$ cat src/rtl/dm_pkg.sv
// Shared definitions for the data-memory store buffer: size encodings,
// default widths, the entry layout, and width helpers.
package dm_pkg;

    // Store size encodings carried on st_size (k>0 means 2^(k-1) bytes)
    localparam int unsigned SZ_NONE = 0;
    localparam int unsigned SZ_BYTE = 1;
    localparam int unsigned SZ_HALF = 2;
    localparam int unsigned SZ_WORD = 3;

    localparam int unsigned DM_DATA_W = 32;
    localparam int unsigned DM_ADDR_W = 32;
    localparam int unsigned DM_NB     = DM_DATA_W / 8;

    // Buffer entry: word-aligned address, lane-positioned data, byte enables
    typedef struct packed {
        logic [DM_ADDR_W-1:0] addr;
        logic [DM_DATA_W-1:0] data;
        logic [DM_NB-1:0]     be;
    } dm_entry_t;

    // Width of the st_size field for a word of nb bytes
    function automatic int unsigned sz_w(int unsigned nb);
        return $clog2($clog2(nb) + 2);
    endfunction

endpackage

$ cat src/rtl/dm_store_buffer_if.sv
// Store-request and memory-drain signal bundle for dm_store_buffer.
// slave: the buffer's view; master: the pipeline/memory side.
interface dm_store_buffer_if
    import dm_pkg::*;
#(
    parameter int unsigned DATA_W = DM_DATA_W,
    parameter int unsigned ADDR_W = DM_ADDR_W,
    parameter int unsigned DEPTH  = 4
) ();

    localparam int unsigned NB    = DATA_W / 8;
    localparam int unsigned SZ_W  = sz_w(NB);
    localparam int unsigned CNT_W = $clog2(DEPTH) + 1;

    logic              st_valid;
    logic [SZ_W-1:0]   st_size;
    logic [ADDR_W-1:0] st_addr;
    logic [DATA_W-1:0] st_data;
    logic              st_ready;
    logic              st_ades;
    logic              mem_req;
    logic [ADDR_W-1:0] mem_addr;
    logic [DATA_W-1:0] mem_wdata;
    logic [NB-1:0]     mem_be;
    logic              mem_ack;
    logic [CNT_W-1:0]  sb_count;
    logic              sb_empty;

    modport slave (
        input  st_valid, st_size, st_addr, st_data, mem_ack,
        output st_ready, st_ades, mem_req, mem_addr, mem_wdata, mem_be,
               sb_count, sb_empty
    );

    modport master (
        output st_valid, st_size, st_addr, st_data, mem_ack,
        input  st_ready, st_ades, mem_req, mem_addr, mem_wdata, mem_be,
               sb_count, sb_empty
    );

endinterface

$ cat src/rtl/dm_be_gen.sv
// Combinational size check, byte-enable generation and lane shift for a
// store of st_size bytes at byte lane `lane` within a DATA_W-bit word.
module dm_be_gen
    import dm_pkg::*;
#(
    parameter int unsigned DATA_W = DM_DATA_W
) (
    input  logic [sz_w(DATA_W/8)-1:0]    size,
    input  logic [$clog2(DATA_W/8)-1:0]  lane,
    input  logic [DATA_W-1:0]            data,
    output logic                         ok_c,
    output logic [DATA_W/8-1:0]          be_c,
    output logic [DATA_W-1:0]            wdata_c
);

    localparam int unsigned NB = DATA_W / 8;
    localparam int unsigned LB = $clog2(NB);

    // Legal size + natural alignment, then enables and data placed at the lane
    always_comb begin
        int unsigned sz;
        int unsigned base;
        int unsigned nbytes;
        logic        size_ok;
        sz      = 32'(size);
        base    = 32'(lane);
        size_ok = (sz != SZ_NONE) && (sz <= LB + 1);
        nbytes  = size_ok ? (32'd1 << (sz - SZ_BYTE)) : 32'd1;
        ok_c    = size_ok && ((base & (nbytes - 32'd1)) == 32'd0);
        be_c    = '0;
        for (int unsigned i = 0; i < NB; i++) begin
            be_c[i] = ok_c && (i >= base) && (i < base + nbytes);
        end
        wdata_c = data << (base * 32'd8);
    end

endmodule

$ cat src/rtl/dm_store_buffer.sv
// FIFO store buffer between the MEM stage and data memory.
// Optional feature macro: DM_SB_MERGE_EN -- merge a store into the tail
// entry when it hits the same word and the tail is not the presented head.
module dm_store_buffer
    import dm_pkg::*;
#(
    parameter int unsigned DATA_W = DM_DATA_W,
    parameter int unsigned ADDR_W = DM_ADDR_W,
    parameter int unsigned DEPTH  = 4
) (
    input  logic               clk,
    input  logic               reset,
    dm_store_buffer_if.slave   bus
);

    localparam int unsigned NB    = DATA_W / 8;
    localparam int unsigned LB    = $clog2(NB);
    localparam int unsigned PW    = $clog2(DEPTH);
    localparam int unsigned CNT_W = PW + 1;

    // Same field layout as dm_entry_t, sized by this instance's parameters
    typedef struct packed {
        logic [ADDR_W-1:0] addr;
        logic [DATA_W-1:0] data;
        logic [NB-1:0]     be;
    } entry_t;

    entry_t            mem [DEPTH];
    logic [PW-1:0]     wr_ptr;
    logic [PW-1:0]     rd_ptr;
    logic [CNT_W-1:0]  count;
    logic              ades;

    logic              ok;
    logic [NB-1:0]     be;
    logic [DATA_W-1:0] wdata;
    logic [ADDR_W-1:0] word_addr;
    logic              merge;
    logic              not_full;
    logic              ready;
    logic              alloc;
    logic              pop;
    entry_t            new_entry;

    dm_be_gen #(.DATA_W(DATA_W)) u_be_gen (
        .size    (bus.st_size),
        .lane    (bus.st_addr[LB-1:0]),
        .data    (bus.st_data),
        .ok_c    (ok),
        .be_c    (be),
        .wdata_c (wdata)
    );

    assign word_addr = {bus.st_addr[ADDR_W-1:LB], LB'(0)};
    assign new_entry = '{addr: word_addr, data: wdata, be: be};

`ifdef DM_SB_MERGE_EN
    logic [PW-1:0] tail_ptr;
    entry_t        merged;

    assign tail_ptr = wr_ptr - PW'(1);
    assign merge    = bus.st_valid && ok && (count >= CNT_W'(2))
                      && (mem[tail_ptr].addr == word_addr);

    // Tail entry with the new store's lanes overlaid
    always_comb begin
        merged    = mem[tail_ptr];
        merged.be = merged.be | be;
        for (int unsigned i = 0; i < NB; i++) begin
            if (be[i]) merged.data[8*i +: 8] = wdata[8*i +: 8];
        end
    end
`else
    assign merge = 1'b0;
`endif

    assign not_full = count < CNT_W'(DEPTH);
    assign ready    = not_full || merge;
    assign alloc    = bus.st_valid && ready && ok && !merge;
    assign pop      = (count != '0) && bus.mem_ack;

    // Entry storage: allocate at the write pointer, or merge into the tail
    always_ff @(posedge clk) begin
        if (alloc) begin
            mem[wr_ptr] <= new_entry;
        end
`ifdef DM_SB_MERGE_EN
        else if (merge) begin
            mem[tail_ptr] <= merged;
        end
`endif
    end

    // Pointers, occupancy and the address-error pulse
    always_ff @(posedge clk) begin
        if (!reset) begin
            wr_ptr <= '0;
            rd_ptr <= '0;
            count  <= '0;
            ades   <= 1'b0;
        end else begin
            if (alloc) wr_ptr <= wr_ptr + PW'(1);
            if (pop)   rd_ptr <= rd_ptr + PW'(1);
            if (alloc && !pop) begin
                count <= count + CNT_W'(1);
            end else if (pop && !alloc) begin
                count <= count - CNT_W'(1);
            end
            ades <= bus.st_valid && (bus.st_size != '0) && !ok;
        end
    end

    assign bus.st_ready  = ready;
    assign bus.st_ades   = ades;
    assign bus.mem_req   = (count != '0);
    assign bus.mem_addr  = mem[rd_ptr].addr;
    assign bus.mem_wdata = mem[rd_ptr].data;
    assign bus.mem_be    = (count == '0) ? '0 : mem[rd_ptr].be;
    assign bus.sb_count  = count;
    assign bus.sb_empty  = (count == '0);

endmodule

$ cat src/flat_wrapper.sv
// flat-port wrapper written by rule: the top's interface ports become plain ports
module dm_store_buffer_flat import dm_pkg::*;
#(
    parameter int unsigned DATA_W = DM_DATA_W,
    parameter int unsigned ADDR_W = DM_ADDR_W,
    parameter int unsigned DEPTH  = 4
)
  (clk, reset, bus_st_valid, bus_st_size, bus_st_addr, bus_st_data, bus_mem_ack, bus_st_ready, bus_st_ades, bus_mem_req, bus_mem_addr, bus_mem_wdata, bus_mem_be, bus_sb_count, bus_sb_empty);
  dm_store_buffer_if #(.DATA_W(DATA_W), .ADDR_W(ADDR_W), .DEPTH(DEPTH)) bus_i ();
  input  logic clk;
  input  logic reset;
  input wire logic [$bits(bus_i.st_valid)-1:0] bus_st_valid;
  input wire logic [$bits(bus_i.st_size)-1:0] bus_st_size;
  input wire logic [$bits(bus_i.st_addr)-1:0] bus_st_addr;
  input wire logic [$bits(bus_i.st_data)-1:0] bus_st_data;
  input wire logic [$bits(bus_i.mem_ack)-1:0] bus_mem_ack;
  output wire logic [$bits(bus_i.st_ready)-1:0] bus_st_ready;
  output wire logic [$bits(bus_i.st_ades)-1:0] bus_st_ades;
  output wire logic [$bits(bus_i.mem_req)-1:0] bus_mem_req;
  output wire logic [$bits(bus_i.mem_addr)-1:0] bus_mem_addr;
  output wire logic [$bits(bus_i.mem_wdata)-1:0] bus_mem_wdata;
  output wire logic [$bits(bus_i.mem_be)-1:0] bus_mem_be;
  output wire logic [$bits(bus_i.sb_count)-1:0] bus_sb_count;
  output wire logic [$bits(bus_i.sb_empty)-1:0] bus_sb_empty;
  assign bus_i.st_valid = bus_st_valid;
  assign bus_i.st_size = bus_st_size;
  assign bus_i.st_addr = bus_st_addr;
  assign bus_i.st_data = bus_st_data;
  assign bus_i.mem_ack = bus_mem_ack;
  assign bus_st_ready = bus_i.st_ready;
  assign bus_st_ades = bus_i.st_ades;
  assign bus_mem_req = bus_i.mem_req;
  assign bus_mem_addr = bus_i.mem_addr;
  assign bus_mem_wdata = bus_i.mem_wdata;
  assign bus_mem_be = bus_i.mem_be;
  assign bus_sb_count = bus_i.sb_count;
  assign bus_sb_empty = bus_i.sb_empty;
  dm_store_buffer #(.DATA_W(DATA_W), .ADDR_W(ADDR_W), .DEPTH(DEPTH)) u_core (.clk(clk), .reset(reset), .bus(bus_i));
endmodule
$ cat config.mk
export PLATFORM = sky130hd
export DESIGN_NAME = dm_store_buffer_flat
export DESIGN_NICKNAME = d
export VERILOG_FILES = /design/src/rtl/dm_pkg.sv /design/src/rtl/dm_store_buffer_if.sv /design/src/rtl/dm_be_gen.sv /design/src/rtl/dm_store_buffer.sv /design/src/flat_wrapper.sv
export SDC_FILE = /design/constraint.sdc
export NUM_CORES = 1
export LEC_CHECK = 0
export ABC_AREA = 1
export CAP_MARGIN = 10
export CORE_ASPECT_RATIO = 0.6
export CORE_MARGIN = 10
export CORE_UTILIZATION = 45
export DETAILED_ROUTE_END_ITERATION = 7
export PLACE_DENSITY = 0.71
export SYNTH_ARGS = -nofsm -noshare
export SYNTH_HDL_FRONTEND = slang
export SYNTH_SLANG_ARGS = --single-unit
$ cat constraint.sdc
create_clock -name clk -period 11.5 [get_ports clk]
set_input_delay 2.875 -clock clk [delete_from_list [all_inputs] [get_ports clk]]
set_output_delay 2.875 -clock clk [all_outputs]
set_load 0.005 [all_outputs]
==> impl_results.md, run 1 <==
* Fin. Hold Viols at 0
* Worst Tran Pin Value at 1.048 ns
* Max Clk Rate at 161.7 MHz
* Post-Layout Cell Count at 1326
* Starting Density at 0.4572
* # rows at 44
* Post-DRT Antenna Nets at 0
* Final instance area at 13440 sq um
* Initial antenna violation count at 1
* Max-cap violations at 0
* Cell taking the most area after synthesis: edfxtp_1
* Core Footprint at 24170 sq um
* Port Buf Inserts at 142
* Setup bufs post-CTS at 0
* Maximum VDD drop at 105.4 uV
* Tcrit/Tclk final at 0.5378
* Drt pass-1 iters at 5
* Post-Route WL at 26230 um
* Worst stage delay on the critical path at 0.59 ns
* Worst Clk Skew at 0.01685 ns
* Most used cell, CP: buf_4
* Iter 0 DRT Violations at 814
* CP max FO at 67
* Longest Clk Path Bufs at 3
* Crit path cell chain: buf_4 > inv_2 > buf_4 > nor2_1 > o21ai_0 > a21oi_1 > clkdlybuf4s50_1
* Final Max Tran Viols at 0
* Max stage delay cell, worst path: clkdlybuf4s50_1
* Final worst path period need at 6.185 ns
* Async SR Flop Fraction at 0
* Resize count post-CTS at 0
* Vias at 7114
* Nets at 1073
* GRT Overall Usage at 0.1599
* Vias/cell at 5.365
* CTS tree: built
* Number of global-route vias before repair at 6761
* Hold Path Class: reg2reg
* Die footprint at 31430 sq um
* Pin count of the biggest net entering global routing at 107
* Detailed placer's ending HPWL at 16360 um
* RePlAce Congestion at 0.8396
* Drc violations at 0
* Avg Cell Area, Syn at 12.85 sq um
* Status: complete, no violations
* Critical Path RT at 8.63 ns
* Io pins at 145
* Clock transition at path regs at 0.06 ns
* DP Area at 12700 sq um
* Num Clock Sinks at 274
* Setup tns final at 0 ns
* Area grow syn2layout at 21.62%
* Top cell type's share of synthesized area at 0.7175
* WP data arrival at 3.31 ns
* DR WL/cell at 19.78 um
* Seq/Total Area, Yosys at 0.7356
* Htree depth at 1
* Mapped Cells at 860
* Distinct cells, synth at 27
* Clock Tree Root: clkbuf_16
* Startpoint Class: register
* Mapped Area at 11050 sq um
* Total chip power at 2.642 mW
* Hold slack at 0.4743 ns
* Die height at 141.4 um
* Main synth FF type: edfxtp_1
* Flops & latches, synth at 274
* Die X at 222.3 um
* Static Leakage at 4.595 nW
* First-pass GRT wire length at 40220 um
* Slew margin rel. at 0.3012
* # hold bufs at CTS at 0
* Clock Latency Late Sink at 0.52 ns
* Worst Setup End Kind: output port
* CP Class: reg2out
* EDFF count, synth at 264
* Ant diodes at 0
* Final setup viols at 0
* Placed Cells at 1283
* Ys Warns at 0
* RSZ-0062 raised after global routing: false
* PwrDens at 196.6 nW/um^2
* GRT Residual Overflow at 0
* Synth area leaders: edfxtp_1 72%, nor2_1 5.9%, o21ai_0 4.7%, o22ai_1 3.5%, o21ai_1 2.2%
* Cts bufs inserted at 25
* Layout cells sized above 1 at 0.06375
[registers in the layout, indices dropped and copies added, names as in the netlist, named ones only]
signal,flops
u_core.bus.st_ades,1
u_core.rd_ptr,2
u_core.wr_ptr,2
u_core.bus.sb_count,3
u_core.mem,264
[power breakdown]
| part | total [mW] | internal (mW) | switching, mW |
|---|---|---|---|
| sequential | 1.18 | 1.16 | 0.0253 |
| combinational | 0.701 | 0.312 | 0.389 |
| clock | 0.757 | 0.419 | 0.338 |
| total | 2.64 | 1.89 | 0.753 |
[layer usage]
layer,wire length (um),part of all wire,vias up,global-route usage
met5,0,0,-,0
met4,458,0.017,0,0.03708
met3,2463,0.094,38,0.03898
met2,11870,0.45,311,0.2471
met1,11430,0.44,3386,0.2236
li1,-,-,3379,-
[critical path, delay by kind of cell (launching register included)]
family	cells	cell delay, ns
AO/OA/AOI/OAI	2	0.43
flip-flops	1	0.31
buffers and inverters	4	1.89
AND/OR/NAND/NOR	1	0.14
[cells by family (layout without fill, tap and decap cells)]
logic type / after synthesis / after routing / synth area share
DFF: 274 / 274 / 0.7356
AOI/OAI and AO/OA: 241 / 241 / 0.1217
and+or+nand+nor: 222 / 222 / 0.07983
buffers and inverters: 107 / 250 / 0.04416
adders and majority gates: 15 / 15 / 0.01834
other: 1 / 2 / 0.0003394
[cell type report]
class / instances / area [sq um]
fillers: 1911 / 10730
flip-flops and latches: 274 / 8133
multi-input cells: 480 / 2467
repair buffers: 151 / 1489
clock buffers: 29 / 640.6
well taps: 322 / 402.9
inverters: 56 / 212.7
clock inverters: 14 / 92.59
[final timing paths]
kind	from	cells after the start	slack, ns	to
worst max-delay path	register	7	5.32	bus_mem_be[2]
worst min-delay path	u_core.rd_ptr[1]	2	0.47	register
worst min register to register	u_core.rd_ptr[1]	2	0.47	register
worst max register to register	u_core.bus.sb_count[2]	6	9.15	u_core.mem[0][29]
[synthesized netlist by cell type, types with 7 or more instances]
master and number:
edfxtp_1 264, dfxtp_1 10, clkbuf_1 17, nand2_1 26, buf_2 23, inv_1 48
inv_2 7, o21ai_1 48, a21oi_1 12, nor2_1 173, o22ai_1 62, ha_1 13
o21ai_0 104, buf_4 7, nand3_1 15
[metrics by stage]
| stage | worst slack (ns) | utilization |
|---|---|---|
| floorplan | 4.714 | - |
| global placement | 5.412 | 0.5257 |
| detailed placement | 5.367 | 0.5257 |
| CTS | 5.259 | 0.5560 |
| global route | 5.123 | 0.5560 |
| finish | 5.315 | 0.5560 |
[cell usage in the layout, fill, tap and decap left out, types with 2 or more instances in the layout]
cell / count
nand2_1: 26
nand3_1: 15
a21oi_1: 12
nand2_2: 3
ha_1: 13
buf_4: 9
clkinv_2: 4
clkbuf_1: 4
a22oi_1: 6
o221ai_2: 2
inv_1: 48
clkbuf_16: 25
o22ai_1: 62
conb_1: 2
nor2_4: 6
nor2_1: 169
dfxtp_1: 8
edfxtp_1: 264
clkinv_1: 7
fa_1: 2
nand4_1: 2
clkdlybuf4s50_1: 142
inv_2: 7
o21ai_0: 104
o21ai_1: 48
o221ai_1: 6
Power figures use the tool's default switching activity.
==> run 2, diff against run 1 <==
--- a/config.mk
+++ b/config.mk
@@ -11,7 +11,7 @@
 export CORE_MARGIN = 10
 export CORE_UTILIZATION = 45
 export DETAILED_ROUTE_END_ITERATION = 7
-export PLACE_DENSITY = 0.71
+export PLACE_DENSITY = 0.74
 export SYNTH_ARGS = -nofsm -noshare
 export SYNTH_HDL_FRONTEND = slang
 export SYNTH_SLANG_ARGS = --single-unit
==> constraint.sdc (replaced) <==
create_clock -name clk -period 5.4 [get_ports clk]
set_input_delay 1.35 -clock clk [delete_from_list [all_inputs] [get_ports clk]]
set_output_delay 1.35 -clock clk [all_outputs]
set_load 0.005 [all_outputs]
==> impl_results.md, run 2 (synthesis gave the netlist of run 1 again) <==
* GRT Residual Overflow at 0
* Num Clock Sinks at 274
* Post-DRT Antenna Nets at 0
* Status: complete, no violations
* Final Max Tran Viols at 0
* Most common cell after layout, fill and taps aside: edfxtp_1
* Resize count post-CTS at 0
* RePlAce Congestion at 0.8065
* Htree depth at 1
* Port Buf Inserts at 142
* Critical Path RT at 4.05 ns
* Vias/cell at 5.463
* Drt pass-1 iters at 5
* Clock Tree Root: clkbuf_16
* Detailed placer's ending HPWL at 16090 um
* Setup bufs post-CTS at 0
* Fin. Hold Viols at 0
* Post-Route WL at 26640 um
* First-pass GRT wire length at 41080 um
* Vias at 7250
* Top reg by flops: u_core.mem
* Clock transition at path regs at 0.06 ns
* Maximum VDD drop at 198.8 uV
* Initial antenna violation count at 0
* Longest Clk Path Bufs at 3
* Iter 0 DRT Violations at 762
* Startpoint Class: register
* Clock Latency Late Sink at 0.51 ns
* # hold bufs at CTS at 0
* Layout cells sized above 1 at 0.06667
* WP data arrival at 3.21 ns
* Worst stage delay on the critical path at 0.77 ns
* Drc violations at 0
* Max Clk Rate at 219.3 MHz
* Worst Setup End Kind: output port
* CP max FO at 68
* RSZ-0062 raised after global routing: false
* Worst Tran Pin Value at 0.7914 ns
* Die footprint at 31430 sq um
* Cts bufs inserted at 25
* Final worst path period need at 4.559 ns
* CTS tree: built
* Starting Density at 0.4572
* Area of the multi-input gates at 2467 sq um
* Most frequent cells in the layout: 264 x edfxtp_1, 169 x nor2_1, 142 x clkdlybuf4s50_1, 104 x o21ai_0, 62 x o22ai_1
* Nets at 1077
* DR WL/cell at 20.07 um
* Worst Clk Skew at 0.006885 ns
* Static Leakage at 4.602 nW
* Max-cap violations at 0
* Core Footprint at 24170 sq um
* Pin count of the biggest net entering global routing at 69
* Ant diodes at 0
* Hold Path Class: reg2reg
* Worst Slack Setup Final at 0.8408 ns
* Total chip power at 5.584 mW
* Io pins at 145
* Slew margin rel. at 0.4716
* Die X at 222.3 um
* Area grow syn2layout at 21.99%
* Number of flip-flops in the largest register at 264
* PwrDens at 414.3 nW/um^2
* Setup tns final at 0 ns
* Place WS at 1.400 ns
* Max stage delay cell, worst path: dfxtp_4
* Number of global-route vias before repair at 7022
* Tcrit/Tclk final at 0.8443
* Crit path cell chain: buf_4 > nor2_1 > nor2_1 > o21ai_0 > a21oi_1 > clkdlybuf4s50_1
* Register area at 8133 sq um
* Hold slack at 0.4600 ns
* CP Class: reg2out
* Die height at 141.4 um
* Most used cell, CP: nor2_1
* GRT Overall Usage at 0.1622
* Final setup viols at 0
* # rows at 44
* Fill count at 1937
## run 2: cell count changes in the layout (fill, tap and decap cells not counted), sizes merged
| cell | before | now |
|---|---|---|
| buf | 9 | 13 |
| bufinv | 1 | 0 |
| clkbuf | 29 | 31 |
| clkinv | 12 | 7 |
| clkinvlp | 1 | 2 |
## run 2: layout make-up
class | instances | area share
sequential | 274 | 0.6034
inverter | 56 | 0.01578
tap | 322 | 0.02989
clock inverter | 9 | 0.003435
clock buffer | 31 | 0.04808
multi-input combinational | 480 | 0.1831
timing repair buffer | 155 | 0.1164
## run 2: path summary, 6_finish.rpt
path         slack (ns)                     end                    from  cells past startpoint
max                0.84           bus_mem_be[1]                register                      6
min                0.46                register        u_core.rd_ptr[1]                      2
max reg2reg        3.50  u_core.bus.sb_count[2]  u_core.bus.sb_count[1]                     11
min reg2reg        0.46                register        u_core.rd_ptr[1]                      2
## run 2: worst max-delay path, delay by kind of cell (launching register included)
family	cells	cell delay, ns
compound gates	2	0.42
flops	1	0.77
simple gates	2	0.25
buf+inv	2	1.22
## run 2: layer usage
metal,GRT usage,wire length [um],vias up
met5,0,0,-
met4,0.03458,436,0
met3,0.04083,2129,35
met2,0.2569,12030,258
met1,0.2217,12040,3573
li1,-,-,3384
## run 2: power breakdown
part	internal (mW)	switching, mW	leakage, nW
logic	0.678	0.795	1.77
registers	2.47	0.0811	2.50
clock network	0.844	0.721	0.336
## run 2: per-stage QoR
step	instances	utilization	instance area, sq um
finish	1327	0.5577	13480
floorplan	861	-	11050
global route	1327	0.5577	13480
global placement	1287	0.5290	12780
CTS	1327	0.5577	13480
detailed placement	1287	0.5290	12780
==> run 3, diff against run 2 <==
--- a/config.mk
+++ b/config.mk
@@ -11,7 +11,7 @@
 export CORE_MARGIN = 10
 export CORE_UTILIZATION = 45
 export DETAILED_ROUTE_END_ITERATION = 7
-export PLACE_DENSITY = 0.74
+export PLACE_DENSITY = 0.71
 export SYNTH_ARGS = -nofsm -noshare
 export SYNTH_HDL_FRONTEND = slang
 export SYNTH_SLANG_ARGS = --single-unit
==> constraint.sdc (replaced) <==
create_clock -name clk -period 4.2 [get_ports clk]
set_input_delay 1.05 -clock clk [delete_from_list [all_inputs] [get_ports clk]]
set_output_delay 1.05 -clock clk [all_outputs]
set_load 0.005 [all_outputs]
==> impl_results.md, run 3 (synthesis gave the netlist of run 1 again) <==
* Setup tns final at 0 ns
* Vias at 7113
* Drc violations at 0
* Power share of the clock group at 0.297
* Final instance area at 13600 sq um
* Top reg by flops: u_core.mem
* Placed Cells at 1287
* Reg2reg start: u_core.bus.sb_count[2]
* Clock Tree Root: clkbuf_16
* Number of global-route vias before repair at 6888
* Critical Path RT at 3.15 ns
* Drt pass-1 iters at 6
* Hold Path Class: reg2reg
* Cts bufs inserted at 25
* Logic pwr share at 0.262
* First-pass GRT wire length at 40490 um
* Post-Layout Cell Count at 1332
* Tcrit/Tclk final at 0.9041
* Reg2reg setup slack at 2.39 ns
* # rows at 44
* Final setup viols at 0
* Detailed placer's ending HPWL at 15760 um
* Hold Path Depth at 2
* CP Class: reg2out
* PwrDens at 542.4 nW/um^2
* HP Start: u_core.rd_ptr[1]
* Maximum VDD drop at 349.3 uV
* # hold bufs at CTS at 0
* Register share of total power at 0.441
* Iter 0 DRT Violations at 717
* DR WL/cell at 19.83 um
* Htree depth at 1
* Die height at 141.4 um
* Worst Clk Skew at 0.009974 ns
* Core Footprint at 24170 sq um
* Most frequent cells in the layout: 264 x edfxtp_1, 169 x nor2_1, 142 x clkdlybuf4s50_1, 104 x o21ai_0, 62 x o22ai_1
* Number of flip-flops in the largest register at 264
* Area grow syn2layout at 23.04%
* Worst Tran Pin Value at 0.8292 ns
* CP max FO at 98
* Status: complete, no violations
* Static Leakage at 4.657 nW
* Max Clk Rate at 263.4 MHz
* Final Max Tran Viols at 0
* WP data arrival at 2.75 ns
* Cell Int Power at 5.314 mW
* Worst reg2reg endpoint: u_core.bus.sb_count[2]
* Resize count post-CTS at 0
* Longest Clk Path Bufs at 3
* Max-cap violations at 0
* Post-Route WL at 26420 um
* Most common cell after layout, fill and taps aside: edfxtp_1
* Worst Setup End Kind: output port
* DP Area at 12810 sq um
* Die footprint at 31430 sq um
* Initial antenna violation count at 0
* Die X at 222.3 um
* Post-DRT Antenna Nets at 0
* GRT Overall Usage at 0.1611
* NetSw at 2.060 mW
* Clock transition at path regs at 0.06 ns
* Setup bufs post-CTS at 0
* GRT Residual Overflow at 0
* Starting Density at 0.4572
* Io pins at 145
* RSZ-0062 raised after global routing: false
* R2R depth at 10
* Startpoint Class: register
* Final core occ at 0.5625
* Sw frac at 0.2794
* CTS tree: built
* Nets at 1077
* RePlAce Congestion at 0.8202
* Slew margin rel. at 0.4464
* Port Buf Inserts at 142
* Ant diodes at 0
* Clock Latency Late Sink at 0.51 ns
* Fin. Hold Viols at 0
* Pin count of the biggest net entering global routing at 99
* Total chip power at 7.374 mW
* Layout cells sized above 1 at 0.06931
* Final worst path period need at 3.797 ns
* Vias/cell at 5.340
* Num Clock Sinks at 274
[run 3: changes by cell type in the layout (fill, tap and decap cells not counted), sizes merged]
cell	change
clkbuf	+4
bufinv	+2
clkinvlp	-1
[run 3: worst max path at each step]
| stage | slack, ns | cells after the start | endpoint |
|---|---|---|---|
| 5_1_grt | 0.26 | 4 | bus_mem_wdata[11] |
| 3_5_place_dp | 0.81 | 12 | u_core.bus.sb_count[2] |
| 2_1_floorplan | -0.76 | 6 | u_core.mem[0][0] |
| 3_3_place_gp | 0.89 | 12 | u_core.bus.sb_count[2] |
| 6_report | 0.40 | 4 | bus_mem_wdata[11] |
| 4_1_cts | 0.40 | 4 | bus_mem_wdata[11] |
[run 3: routing by layer]
layer | global-route usage | part of all wire | wire (um)
met1 | 0.2259 | 0.45 | 12000
met2 | 0.2560 | 0.46 | 12090
met3 | 0.03611 | 0.077 | 2047
met4 | 0.02424 | 0.010 | 277
met5 | 0 | 0 | 0
[run 3: layout make-up]
cell class	instances	area, sq um
clock inverter	10	102.6
clock buffer	35	683.2
tap	322	402.9
timing repair buffer	155	1594
multi-input combinational	480	2467
inverter	56	212.7
sequential	274	8133
fill	1953	10570
[run 3: worst max-delay path, cell delays in order, from the launching register on]
cell and delay [ns]:
dfxtp_4 0.61, buf_12 0.39, o21ai_0 0.16, o22ai_1 0.39, clkdlybuf4s50_1 0.60
[run 3: metrics by stage]
step	worst slack, ns	hold slack, ns
2_1_floorplan	-0.7606	0.4336
3_5_place_dp	0.8142	0.4592
3_3_place_gp	0.8921	0.4427
5_1_grt	0.2555	0.4948
6_report	0.4029	0.4690
4_1_cts	0.3978	0.4687
[run 3: power by group through the flow]
stage	logic, mW	clock network [mW]	registers [mW]
2_1_floorplan	0.927	0	3.28
3_3_place_gp	1.93	0	3.31
3_5_place_dp	1.95	0	3.31
4_1_cts	1.96	2.23	3.25
5_1_grt	2.13	2.35	3.27
6_report	1.93	2.19	3.25
